File: src/rtl/operand_demux8.sv
// ============================================================================
// Module   : operand_demux8
// Brief    : Byte-wide 1-to-2 operand demultiplexer; steers tagged bytes into
//            A/B holding registers and hands off complete pairs.
// Revision : 1.0 - initial release
// ============================================================================
`default_nettype none

module operand_demux8 (
    input  logic       clk,
    input  logic       rst,
    input  logic [7:0] in_data,
    input  logic       in_s,
    input  logic       in_valid,
    output logic       in_ready,
    output logic [7:0] out_a,
    output logic [7:0] out_b,
    output logic       out_valid,
    input  logic       out_ready,
    output logic       ovw,
    output logic [7:0] pair_cnt
);

    localparam logic [1:0] c_EMPTY  = 2'd0;
    localparam logic [1:0] c_HAVE_A = 2'd1;
    localparam logic [1:0] c_HAVE_B = 2'd2;
    localparam logic [1:0] c_FULL   = 2'd3;

    logic [1:0] r_state;
    logic [7:0] r_a;
    logic [7:0] r_b;
    logic       r_out_valid;
    logic       r_ovw;
    logic [7:0] r_pair_cnt;

    logic       w_accept;
    logic       w_handoff;
    logic [1:0] w_state_nxt;
    logic       w_ovw_nxt;

    // Ready depends only on registered state so the source sees no comb path.
    assign in_ready  = (r_state != c_FULL);
    assign w_accept  = in_valid && in_ready;
    assign w_handoff = r_out_valid && out_ready;

    always_comb begin
        w_state_nxt = r_state;
        w_ovw_nxt   = 1'b0;
        case (r_state)
            c_EMPTY: begin
                if (w_accept)
                    w_state_nxt = in_s ? c_HAVE_A : c_HAVE_B;
            end
            c_HAVE_A: begin
                if (w_accept) begin
                    if (in_s) w_ovw_nxt   = 1'b1;
                    else      w_state_nxt = c_FULL;
                end
            end
            c_HAVE_B: begin
                if (w_accept) begin
                    if (!in_s) w_ovw_nxt   = 1'b1;
                    else       w_state_nxt = c_FULL;
                end
            end
            c_FULL: begin
                if (w_handoff)
                    w_state_nxt = c_EMPTY;
            end
            default: w_state_nxt = c_EMPTY;
        endcase
    end

    always_ff @(posedge clk or posedge rst) begin
        if (rst) begin
            r_state     <= c_EMPTY;
            r_a         <= 8'h00;
            r_b         <= 8'h00;
            r_out_valid <= 1'b0;
            r_ovw       <= 1'b0;
            r_pair_cnt  <= 8'h00;
        end else begin
            r_state     <= w_state_nxt;
            r_out_valid <= (w_state_nxt == c_FULL);
            r_ovw       <= w_ovw_nxt;
            if (w_accept && in_s)
                r_a <= in_data;
            if (w_accept && !in_s)
                r_b <= in_data;
            if (w_handoff)
                r_pair_cnt <= r_pair_cnt + 8'd1;
        end
    end

    assign out_a     = r_a;
    assign out_b     = r_b;
    assign out_valid = r_out_valid;
    assign ovw       = r_ovw;
    assign pair_cnt  = r_pair_cnt;

endmodule

`default_nettype wire
File: config.mk
export PLATFORM = sky130hd
export DESIGN_NAME = operand_demux8
export DESIGN_NICKNAME = d
export VERILOG_FILES = /design/src/rtl/operand_demux8.sv
export SDC_FILE = /design/constraint.sdc
export NUM_CORES = 1
export LEC_CHECK = 0
export CAP_MARGIN = 25
export CORE_ASPECT_RATIO = 0.8
export CORE_MARGIN = 3
export CORE_UTILIZATION = 48
export DETAILED_ROUTE_END_ITERATION = 10
export GPL_TIMING_DRIVEN = 0
export PLACE_DENSITY = 0.83
export SETUP_SLACK_MARGIN = 0.02
export SLEW_MARGIN = 20
export SYNTH_ARGS = -nofsm -noshare
export SYNTH_HDL_FRONTEND = slang
export SYNTH_SLANG_ARGS = --single-unit
File: constraint.sdc
create_clock -name clk -period 3.66 [get_ports clk]
set_input_delay 1.098 -clock clk [delete_from_list [all_inputs] [get_ports clk]]
set_output_delay 1.098 -clock clk [all_outputs]
set_load 0.02 [all_outputs]
Word level (Yosys, flattened, before mapping)
Cells that the tools add are included.
{ "word_totals": {"reg_bits": 28, "latch_bits": 0, "ramBits": 0, "romBits": 0, "inputBits": 13, "elab_cells": 31, "n_memories": 0} }
{ "classes": {"n_addsub": 1, "multipliers": 0, "div_mod_pow": 0, "magnitude_cmp": 0, "eq_ne": 5, "n_shift": 0, "muxes": 13, "n_bitwise": 0, "n_reduce_logical": 6} }
{ "ops": {"columns": ["op", "n"], "rows": [
  ["$mux W2", 7],
  ["$add A8 B1 Y8 const B", 1],
  ["$pmux W2 S4", 1],
  ["$eq A2 B2 Y1 const B", 3],
  ["$logic_and A1 B1 Y1", 4],
  ["$mux W1", 4],
  ["$eq A2 B1 Y1 const B", 1],
  ["$logic_not A2 Y1", 1],
  ["$ne A2 B2 Y1 const B", 1],
  ["$pmux W1 S2", 1],
  ["$logic_not A1 Y1", 1]
]} }

Depth between registers and ports, before layout
Gate-level depths: netlist of the first run.
{ "depth": {"ltp_word": 5, "depth_mapped": 6} }

Worst setup path before layout of the first run
No wires, ideal clock.
{ "synth_timing": {"path_kind": "register -> output", "startpoint": "reg r_state[0]", "endpoint": "out in_ready", "arrival_ns": 0.852, "required_time_ns": 2.562, "slack_ns": 1.710, "path_stages_with_launch": 3, "path_buffers": 0, "cell_sequence": "dfrtp_1 > ha_1 > inv_1"} }
{ "synth_via": {"elab_chain_len": 1} }
{ "synth_rtl": {"columns": ["item", "line", "source"], "rows": [
  ["start, declared", "29", "logic [1:0] r_state;"],
  ["start signal, assigned", "76", "r_state <= c_EMPTY;"],
  ["start signal, assigned", "83", "r_state <= w_state_nxt;"],
  ["$ne A2 B2 Y1", "42", "assign in_ready = (r_state != c_FULL);"],
  ["end, declared", "15", "output logic in_ready,"]
]} }
Every way passes these cells.

Worst setup path in the final report of the first run
Same ends and word-level chain as after synthesis.

==> results of run 1 <==
## layout make-up
| class | instances | area [um^2] | area share [%] |
|---|---|---|---|
| Inverter | 4 | 15.0 | 0.883 |
| Tap cell | 34 | 42.5 | 2.50 |
| Sequential cell | 28 | 701 | 41.2 |
| Clock inverter | 1 | 30.0 | 1.77 |
| Timing Repair Buffer | 39 | 390 | 23.0 |
| Multi-Input combinational cell | 57 | 499 | 29.4 |
| Clock buffer | 3 | 22.5 | 1.32 |
## cell usage after synthesis
library cell	number
nand2_2	1
and3_1	2
a22oi_2	1
nor3b_4	1
a211o_1	1
nand2_1	6
o21bai_1	1
mux2_2	17
a21oi_1	1
inv_1	4
xnor2_1	7
ha_1	5
nor3_1	1
nand2b_1	1
a32oi_1	1
nor2_1	1
nand4_1	2
dfrtp_1	28
and4_1	1
a31oi_1	1
and2b_2	1
and2_1	1
xor2_1	1
nand3_1	3
## per-stage QoR
stage / hold WS [ns] / std cells / utilization [%] / worst slack [ns] / area (um^2)
6_report: 0.494 / 166 / 74.9 / 0.749 / 1700
5_1_grt: 0.519 / 166 / 74.9 / 0.646 / 1700
4_1_cts: 0.498 / 166 / 74.9 / 0.738 / 1700
3_5_place_dp: 0.475 / 162 / 72.6 / 1.02 / 1650
3_3_place_gp: 0.461 / 162 / 72.6 / 1.03 / 1650
2_1_floorplan: 0.582 / 89 / - / 1.71 / 1210
## worst max path at each step
stage                           from       end  depth (start not counted)
final                     r_state[0]  in_ready                          3
after global routing      r_state[0]  in_ready                          3
after CTS                 r_state[0]  in_ready                          3
after detailed placement        in_s  out_b[0]                          3
after global placement          in_s  out_b[4]                          3
after floorplan           r_state[0]  in_ready                          2
## critical path: stages, from the launching register on
cell and delay (ns):
dfrtp_1 0.47, ha_1 0.32, inv_1 0.08, clkdlybuf4s50_1 0.60
## power breakdown
part | internal [uW] | switching, uW
clock | 111 | 91.5
sequential | 424 | 90.6
combinational | 342 | 312
total | 877 | 495
## cells by family (layout without fill, tap and decap cells)
family                   Yosys count  in the layout  synth area share [%]
AND/OR/NAND/NOR                   21             21                  10.4
flip-flops                        28             28                  57.7
buffers and inverters              4             47                  1.24
multiplexers                      17             17                  15.8
adder cells (fa/ha/maj)            5              5                  5.15
AO/OA/AOI/OAI                      6              6                  4.02
XOR/XNOR                           8              8                  5.77
## state kept, by name, summed over array words and instances, names as in the netlist
register / count
ovw: 1
out_valid: 1
r_state: 2
pair_cnt: 8
out_b: 8
out_a: 8
## per-layer routing
layer / wire length, um / track usage, %
met5: 0 / 0
met4: 22 / 5.49
met3: 99 / 4.62
met2: 1330 / 32.3
met1: 986 / 19.6
==> results by group, run 1 <==
Critical path
  • CP Max Fanout: 6
  • CP Capture Type: primary output
  • Worst Path Required: 2.56 ns
  • Startpoint Class: register
  • Reg-to-reg setup timing slack: 1.88 ns
  • RR Startpoint: r_state[1]
  • Worst Path Arrival: 1.81 ns
  • R2R depth: 4
  • Worst R2R End: out_a[5]
  • CP Class: reg2out

Timing
  • TNS Setup: 0 ns
  • Worst rel slew slack: 62.9%
  • RSZ-0062 raised after global routing: no
  • Fmax: 344 MHz
  • Worst-Margin Slew: 0.556 ns
  • Max-slew violations: 0
  • Minimum clock period after layout: 2.91 ns
  • Clk_skew: 0.00424 ns
  • # setup viols final: 0
  • Final hold violations: 0
  • Fin crit share: 79.5%

Placement
  • DP HPWL: 1.90 mm
  • GPL Wtd Cong: 0.822
  • Port Buffers: 39

Outcome
  • Status: completed

Logic synthesis
  • Post-synth top area share: 57.7%
  • Part of the Yosys area used for sequential elements: 57.7%
  • Largest cells by area after synthesis: dfrtp_1 (58%), mux2_2 (16%), ha_1 (5.1%)
  • Post-Synthesis Cell Area: 1210 um^2
  • Avg Inst Size Synth: 13.7 um^2
  • Register bit total from synthesis: 28
  • Ys Warns: 0
  • Cells after synthesis: 89
  • Syn nets: 107
  • Area leader, netlist: dfrtp_1
  • Synth cell types: 24

Global routing
  • Gr ovfl total: 0
  • First-pass GRT wire length: 4.24 mm
  • Vias in the first global route: 883
  • Largest net degree at the start of global routing: 29
  • Global Route Usage Sum: 17.3%
  • Initial antenna violation count: 0

CTS
  • Clock insertion delay at the later pin of the skew report: 0.33 ns
  • Clock-pin slew on the worst setup and hold paths: 0.15 ns
  • Hold_buf cts: 0
  • H-tree lvl count: 1
  • Clock Path Buffers: 2
  • Clock sinks: 28
  • Setup repair bufs after CTS: 0
  • CTS Root Cell: clkbuf_4
  • TritonCTS Buffers: 3
  • CTS tree: built
  • PostCTS Resize Cnt: 0

Floorplan
  • Core area: 2270 um^2
  • Die height: 51 um
  • Die footprint: 3170 um^2
  • # IOs: 40
  • Starting density of the core: 53.5%
  • Row count: 15
  • Die Width: 62.3 um

Final layout
  • Most frequent cells in the layout: clkdlybuf4s50_1 (39), dfrtp_1 (28), mux2_2 (17)
  • Diodes inserted: 0
  • Most common cell after layout, fill and taps aside: clkdlybuf4s50_1
  • Area delta synth->final: 40.0%
  • Layout cells sized above 1: 19.7%
  • # fillers: 167
  • Final net count: 151

Hold path
  • Hold WC Path Type: reg2reg
  • WHS Endpoint: pair_cnt[7]
  • Hold wc startpoint: pair_cnt[7]
  • Worst hold path depth: 1

Power
  • LEAKAGE: 0.000725 uW
  • Peak supply drop: 0.000415 V
  • PwrDens: 807 nW/um^2
  • Total power: 1370 uW

Detailed routing
  • DRC violations left: 0
  • Post-Route WL: 2.44 mm
  • Via count: 839
  • Via density: 5.05
  • Initial drt markers: 18
  • Wire per inst: 14.7 um
  • Final ANT Viol Nets: 0
  • First-pass detailed-route iteration total: 4

Flow run
  • Max cap viols: 0
Note: power is estimated with default switching activity, not from simulation.
==> run 2: changes to the inputs <==
--- a/config.mk
+++ b/config.mk
@@ -8,10 +8,10 @@
 export CAP_MARGIN = 25
 export CORE_ASPECT_RATIO = 0.8
 export CORE_MARGIN = 3
-export CORE_UTILIZATION = 48
+export CORE_UTILIZATION = 44
 export DETAILED_ROUTE_END_ITERATION = 10
 export GPL_TIMING_DRIVEN = 0
-export PLACE_DENSITY = 0.83
+export PLACE_DENSITY = 0.77
 export SETUP_SLACK_MARGIN = 0.02
 export SLEW_MARGIN = 20
 export SYNTH_ARGS = -nofsm -noshare
==> constraint.sdc (replaced) <==
create_clock -name clk -period 2.7 [get_ports clk]
set_input_delay 0.81 -clock clk [delete_from_list [all_inputs] [get_ports clk]]
set_output_delay 0.81 -clock clk [all_outputs]
set_load 0.02 [all_outputs]
==> run 2 against run 1 <==
Non-clock buffer count up 1. Clock skew down 0.0029 ns. Sequential power up 35%. Total power up 35%. Count of clock-buffer cells in the layout unchanged. Critical path depth unchanged. Utilization down 6.8 points. First-iteration DRC count up 94%. Combinational power up 37%. Flip-flop and latch count unchanged.
==> results by group, run 2 (same netlist as run 1, synthesis figures left out) <==
Final layout
  • Layout cells sized above 1: 19.5%
  • Post-layout util: 68.1%
  • Most common cell after layout, fill and taps aside: clkdlybuf4s50_1
  • Layout Cells excl Fill: 169
  • Diodes inserted: 0
  • Final net count: 152
  • Area delta synth->final: 42.4%
  • Most frequent cells in the layout: clkdlybuf4s50_1 (39), dfrtp_1 (28), mux2_2 (17)

Floorplan
  • Row count: 16
  • Core area: 2540 um^2
  • # IOs: 40
  • Die Width: 64.8 um
  • Die footprint: 3430 um^2
  • Die height: 53 um
  • Starting density of the core: 47.8%

Critical path
  • Startpoint Class: register
  • Worst Path Required: 1.89 ns
  • CP Capture Type: primary output
  • CP Class: reg2out
  • CP Max Fanout: 6
  • Worst Path Arrival: 1.77 ns

Detailed routing
  • Initial drt markers: 35
  • Via count: 847
  • Post-Route WL: 2.45 mm
  • Via density: 5.01
  • Final ANT Viol Nets: 0
  • Wire per inst: 14.5 um
  • First-pass detailed-route iteration total: 4
  • DRC violations left: 0

CTS
  • TritonCTS Buffers: 3
  • Clock sinks: 28
  • Hold_buf cts: 0
  • Clock Path Buffers: 2
  • CTS tree: built
  • Setup repair bufs after CTS: 0
  • Clock insertion delay at the later pin of the skew report: 0.32 ns
  • H-tree lvl count: 1
  • Clock-pin slew on the worst setup and hold paths: 0.14 ns
  • CTS Root Cell: clkbuf_4
  • PostCTS Resize Cnt: 0

Timing
  • Final hold violations: 0
  • Clk_skew: 0.00136 ns
  • Worst-Margin Slew: 0.521 ns
  • RSZ-0062 raised after global routing: no
  • Max-slew violations: 0
  • Minimum clock period after layout: 2.58 ns
  • Worst rel slew slack: 65.2%
  • TNS Setup: 0 ns
  • Fin crit share: 95.6%
  • # setup viols final: 0
  • Worst Hold Margin: 0.498 ns
  • Fmax: 388 MHz

Power
  • Clock power share: 14.3%
  • LEAKAGE: 0.000735 uW
  • Logic pwr share: 48.2%
  • Peak supply drop: 0.000671 V
  • Internal power: 1190 uW
  • NetSw: 666 uW
  • PwrDens: 1070 nW/um^2
  • Seq pwr share: 37.5%
  • Switch share: 35.9%

Hold path
  • Hold WC Path Type: reg2reg

Placement
  • GPL Wtd Cong: 0.812
  • Port Buffers: 39
  • DP HPWL: 1.91 mm
  • Placed Cells: 164

Global routing
  • First-pass GRT wire length: 4.05 mm
  • Gr ovfl total: 0
  • Vias in the first global route: 848
  • Largest net degree at the start of global routing: 29
  • Initial antenna violation count: 0
  • Global Route Usage Sum: 15.9%

Flow run
  • Max cap viols: 0

Outcome
  • Status: completed
-- run 2: cell count changes in the layout (fill, tap and decap cells not counted) --
cell,delta
inv_2,-1
buf_16,+1
clkinv_1,+1
-- run 2: area by class of cell --
type	count	area (um^2)
inverter	4	15.0
timing repair buffer	40	418
tap	36	45.0
sequential	28	701
clock inverter	1	30.0
fill	196	812
clock buffer	3	22.5
multi-input combinational	57	499
-- run 2: path summary, 6_finish.rpt --
check	start	end	slack [ns]	depth (start not counted)
max	r_state[0]	in_ready	0.12	3
min	pair_cnt[7]	pair_cnt[7]	0.50	1
max reg2reg	r_state[0]	out_b[6]	0.92	3
min reg2reg	pair_cnt[7]	pair_cnt[7]	0.50	1
max in group asynchronous	rst	pair_cnt[2]	1.64	3
min in group asynchronous	rst	out_a[0]	0.69	2
-- run 2: metal layers --
| layer | track usage, % | part of all wire, % |
|---|---|---|
| met1 | 18.6 | 41 |
| met5 | 0 | 0 |
| met2 | 28.2 | 54 |
| met3 | 5.10 | 4.0 |
| met4 | 4.56 | 0.73 |
-- run 2: critical path: stages, from the launching register on --
cell	delay [ns]
dfrtp_1	0.47
ha_1	0.31
inv_1	0.08
clkdlybuf4s50_1	0.59
-- run 2: stage by stage --
| step | total power [uW] | worst slack (ns) | instance area (um^2) |
|---|---|---|---|
| 6_report | 1860 | 0.120 | 1730 |
| 5_1_grt | 1980 | 0.0540 | 1730 |
| 4_1_cts | 1880 | 0.107 | 1700 |
| 3_5_place_dp | 1610 | 0.315 | 1650 |
| 3_3_place_gp | 1570 | 0.351 | 1650 |
| 2_1_floorplan | 1200 | 1.04 | 1210 |
-- run 2: power groups by stage --
| stage | combinational [uW] | sequential [uW] | clock, uW |
|---|---|---|---|
| final | 895 | 696 | 266 |
| after global routing | 964 | 727 | 290 |
| after CTS | 903 | 697 | 276 |
| after detailed placement | 900 | 706 | 0 |
| after global placement | 875 | 693 | 0 |
| after floorplan | 333 | 862 | 0 |
==> edit 1 (settings of run 2) <==
Reset style: synchronous (`rst`), changed in one clocked block.
--- a/src/rtl/operand_demux8.sv
+++ b/src/rtl/operand_demux8.sv
@@ -71,7 +71,7 @@
         endcase
     end
 
-    always_ff @(posedge clk or posedge rst) begin
+    always_ff @(posedge clk) begin
         if (rst) begin
             r_state     <= c_EMPTY;
             r_a         <= 8'h00;
Formal check against the unedited RTL: differs if rst is asserted again (counterexample within 4 cycles, from zero or initial values and one cycle with rst high); with rst held inactive, the same outputs for 10 cycles.
==> edit 1 against run 2 <==
Area after synthesis fell by 2.2%; worst setup slack improved by 0.12 ns; routed wire length rose by 2.1%; critical endpoint unchanged; sequential cell count did not move; largest cell class is now multi-input gates; first-iteration DRC count fell by 29%; design area fell by 5.4%; register-to-register slack improved by 0.14 ns.
Power is not compared: it rests on default switching activity, and its combinational part moved more than twofold at a synthesized area within 25%.
==> edit 1: results (changes against run 2) <==
htree depth 1 (unchanged); clk_skew 0.00798 ns (+0.00662 ns); flop2flop setup slack 1.06 ns (+0.14 ns); Sum Neg Setup Slack 0 ns (unchanged); status finished clean; drt total wl 2.50 mm (+2.1%); global-route wire length before repair 4.17 mm (+2.9%); commonest cells in the netlist dfxtp_1 (28), nor2_1 (23), mux2i_1 (16), ha_1 (5); FF-to-FF End out_valid; YS warnings 0 (unchanged); GRT met3 Usage 0.0622 (+0.0113); initial antenna violation count 0 (unchanged); Max Fclk 406 MHz (+4.7%); met2 Use GR 0.266 (-0.0160); RD Place Congestion 0.743 (-8.5%); Seq/Total Area, Yosys 0.472 (-0.105); reg2reg path depth 6 (+3); worst-path maximum fanout 6 (unchanged); DP Worst Slack 0.470 ns (+0.155 ns); slowest CP cell clkdlybuf4s50_1; WL met1 1.18 mm (+17%); met3 wire len 181 um (+85%); postcts setup bufs 0 (unchanged); Setup crit start r_state[1]; Slew @ Worst Pin 0.491 ns (-0.0300 ns); initial DRC count 25 (-29%); overall routing resource usage 0.160 (+0.000412); slowest stage delay, CP 0.53 ns (-0.06 ns); Final HPWL DP 1.89 mm (-0.91%); Crit path max-delay family buffers and inverters; hold depth 2 (+1); Root Buffer clkbuf_4; Post-synth ARST share 0 (-1.00); largest net degree at the start of global routing 15 (-48%); synth unique cells 32 (+33%); met1 usage 0.198 (+0.0114); layout cell share with drive strength beyond 1 0.0435 (-0.152); top cells by area, synth dfxtp_1 (47%), mux2i_1 (13%), nor2_1 (7.3%); DR top layer met4; Hold Crit Class flop to flop; DR vias/cell 4.89 (-2.4%); syn_nets 138 (+29%); vias in the first global route 934 (+10%); Fillers 220 (+12%); Critical Path AT 1.65 ns (-0.12 ns); Port Buf Inserts 38 (-2.6%); nets 181 (+19%); Met2 Wirelength 1.14 mm (-14%)
-- edit 1: changes by cell type in the layout (fill, tap and decap cells not counted), moves of 3 or more --
cell,before,now
dfxtp_1,0,28
nor2_1,1,23
dfrtp_1,28,0
mux2_2,17,0
xnor2_1,7,4
clkbuf_1,0,3
mux2i_1,0,16
-- edit 1: worst min-delay path by stage --
stage / startpoint / to
6_report: out_a[4] / out_a[4]
5_1_grt: out_b[0] / out_b[0]
4_1_cts: out_a[6] / out_a[6]
3_5_place_dp: out_a[6] / out_a[6]
3_3_place_gp: out_b[0] / out_b[0]
2_1_floorplan: pair_cnt[1] / pair_cnt[1]
-- edit 1: area by class of cell --
| cell class | instances | share of cell area |
|---|---|---|
| Timing Repair Buffer | 38 | 0.232 |
| Buffer | 5 | 0.0161 |
| Inverter | 3 | 0.00688 |
| Tap cell | 36 | 0.0275 |
| Sequential cell | 28 | 0.343 |
| Multi-Input combinational cell | 84 | 0.361 |
| Clock buffer | 3 | 0.0138 |
-- edit 1: stage by stage --
step            util  std cells  area, um2  hold WS [ns]
2_1_floorplan      -        120       1190         0.574
3_3_place_gp   0.645        194       1610         0.473
4_1_cts        0.654        197       1640         0.521
6_report       0.654        197       1640         0.513
5_1_grt        0.654        197       1640         0.544
3_5_place_dp   0.645        194       1610         0.487
-- edit 1: logic make-up (layout without fill, tap and decap cells) --
family	count (synthesis)	count (layout)	synth area share
muxes	16	16	0.135
xor gates and xnor gates	7	7	0.0516
DFF	28	28	0.472
and+or+nand+nor	46	46	0.195
adders and majority gates	5	5	0.0526
buffers and inverters	8	49	0.0316
AOI/OAI and AO/OA	10	10	0.0632
-- edit 1: where the power goes --
group	total [mW]	switching, mW	internal (mW)
Clock	0.163	0.111	0.0523
Sequential	0.455	0.0186	0.436
Combinational	0.190	0.0940	0.0961
==> edit 2 (settings of run 2) <==
Made on the original files. Register the output `pair_cnt` once more, with the module's reset; this adds one clock of latency there. The other outputs are not delayed to match.
--- a/src/rtl/operand_demux8.sv
+++ b/src/rtl/operand_demux8.sv
@@ -96,7 +96,13 @@
     assign out_b     = r_b;
     assign out_valid = r_out_valid;
     assign ovw       = r_ovw;
-    assign pair_cnt  = r_pair_cnt;
+    always_ff @(posedge clk or posedge rst) begin
+        if (rst) begin
+            pair_cnt <= '0;
+        end else begin
+            pair_cnt <= r_pair_cnt;
+        end
+    end
 
 endmodule
 
Check against the original RTL: not equivalent (a bounded check fails within 4 cycles, from zero or initial values and one cycle with rst high).
==> edit 2 against run 2 <==
Sequential cell count up 8; design area up 17%; routed wire length up 11%; area after synthesis up 23%; worst setup slack better by 0.11 ns; power up 5.6%; clock skew up 0.0024 ns; largest cell class unchanged; largest power group is now registers; highest routed layer unchanged.
==> edit 2: results (changes against run 2) <==
peak supply drop 558 uV (-17%); post-synthesis mux area share 0.149 (-0.00883); Repair and plain buffers 41 (+2.5%); Net Switching 621 uW (-6.8%); drt wl/cell 14.7 um (+1.3%); htree depth 2 (+1); status finished clean; met1 usage 0.194 (+0.00790); Final Non-Filler Cells 185 (+9.5%); met2 Use GR 0.244 (-0.0374); Met2 Wirelength 1.38 mm (+3.6%); Signal buf overhead 0.204 (-0.0372); Fillers 241 (+23%); max_slew headroom 0.523 (-0.130); syn_nets 117 (+9.3%); hold_ws 0.412 ns (-0.0858 ns); Hold Crit Class flop to flop; Root Buffer clkbuf_8; RD Place Congestion 0.826 (+1.8%); worst skew pair latency 0.28 ns (-0.04 ns); cell count after placement 177 (+7.9%); Clock power frac 0.231 (+0.088); reg2reg path depth 6 (+3); hold depth 0 (-1); sequential cell area share 0.444 (+0.0395); commonest cells in the netlist dfrtp_1 (36), mux2_2 (9), mux2_4 (8), xnor2_1 (6), ha_1 (5); Multi-In Gates 56 (-1.8%); Seq/Total Area, Yosys 0.605 (+0.0283); Synth Area in Compound Gates 0.0420 (+0.00185); P_int 1.34 mW (+12%); multi-input gate share of total cell area 0.266 (-0.0225); Syn Inst Count 99 (+11%); GRT met3 Usage 0.0572 (+0.00624); seq pwr 775 uW (+11%); Clock-cell share 0.0531 (+0.0227); Final HPWL DP 2.02 mm (+5.8%); nets 162 (+6.6%); overall routing resource usage 0.155 (-0.00437); clk slew on worst S/H paths 0.07 ns (-0.07 ns); CTS max path bufs 2 (unchanged); synth unique cells 26 (+8.3%); initial DRC count 67 (+91%); flop2flop setup slack 1.00 ns (+0.08 ns); worst-path maximum fanout 5 (-1); Post-Synth Adder-Cell Area 0.0420 (-0.00948); vias in the first global route 1,003 (+18%); global-route wire length before repair 4.84 mm (+19%); largest net degree at the start of global routing 37 (+28%); layout cell share with drive strength beyond 1 0.228 (+0.0321); top cells by area, synth dfrtp_1 (61%), mux2_4 (8.1%), mux2_2 (6.8%); Port Buf Inserts 38 (-2.6%); met3 wire len 109 um (+11%); post-synthesis xor/xnor area fraction 0.0471 (-0.0106); TritonCTS Buffers 5 (+2); clock buf count 6 (+3); DR vias/cell 4.98 (-0.56%); clk_skew 0.00371 ns (+0.00235 ns); Post-synth ARST share 1.00 (unchanged)
[edit 2: worst paths after layout]
path	start	to
max in group asynchronous	rst	out_a[3]
max reg2reg	r_state[0]	out_b[5]
min	r_pair_cnt[7]	pair_cnt[7]
min in group asynchronous	rst	r_state[1]
min reg2reg	r_pair_cnt[7]	pair_cnt[7]
max	r_state[0]	in_ready
[edit 2: per-stage QoR]
| stage | cell area (um2) | setup WS, ns | utilization |
|---|---|---|---|
| finish | 2030 | 0.231 | 0.643 |
| floorplan | 1490 | 0.966 | - |
| detailed placement | 1920 | 0.403 | 0.609 |
| global placement | 1920 | 0.345 | 0.609 |
| CTS | 2030 | 0.213 | 0.643 |
| global route | 2030 | 0.161 | 0.643 |
[edit 2: worst reg2reg max path: cells and delay by family (launching register included)]
kind | cells | cell delay (ns)
mux | 1 | 0.31
flops | 1 | 0.43
simple gates | 2 | 0.27
buf+inv | 2 | 0.30
fa+ha+maj | 1 | 0.28
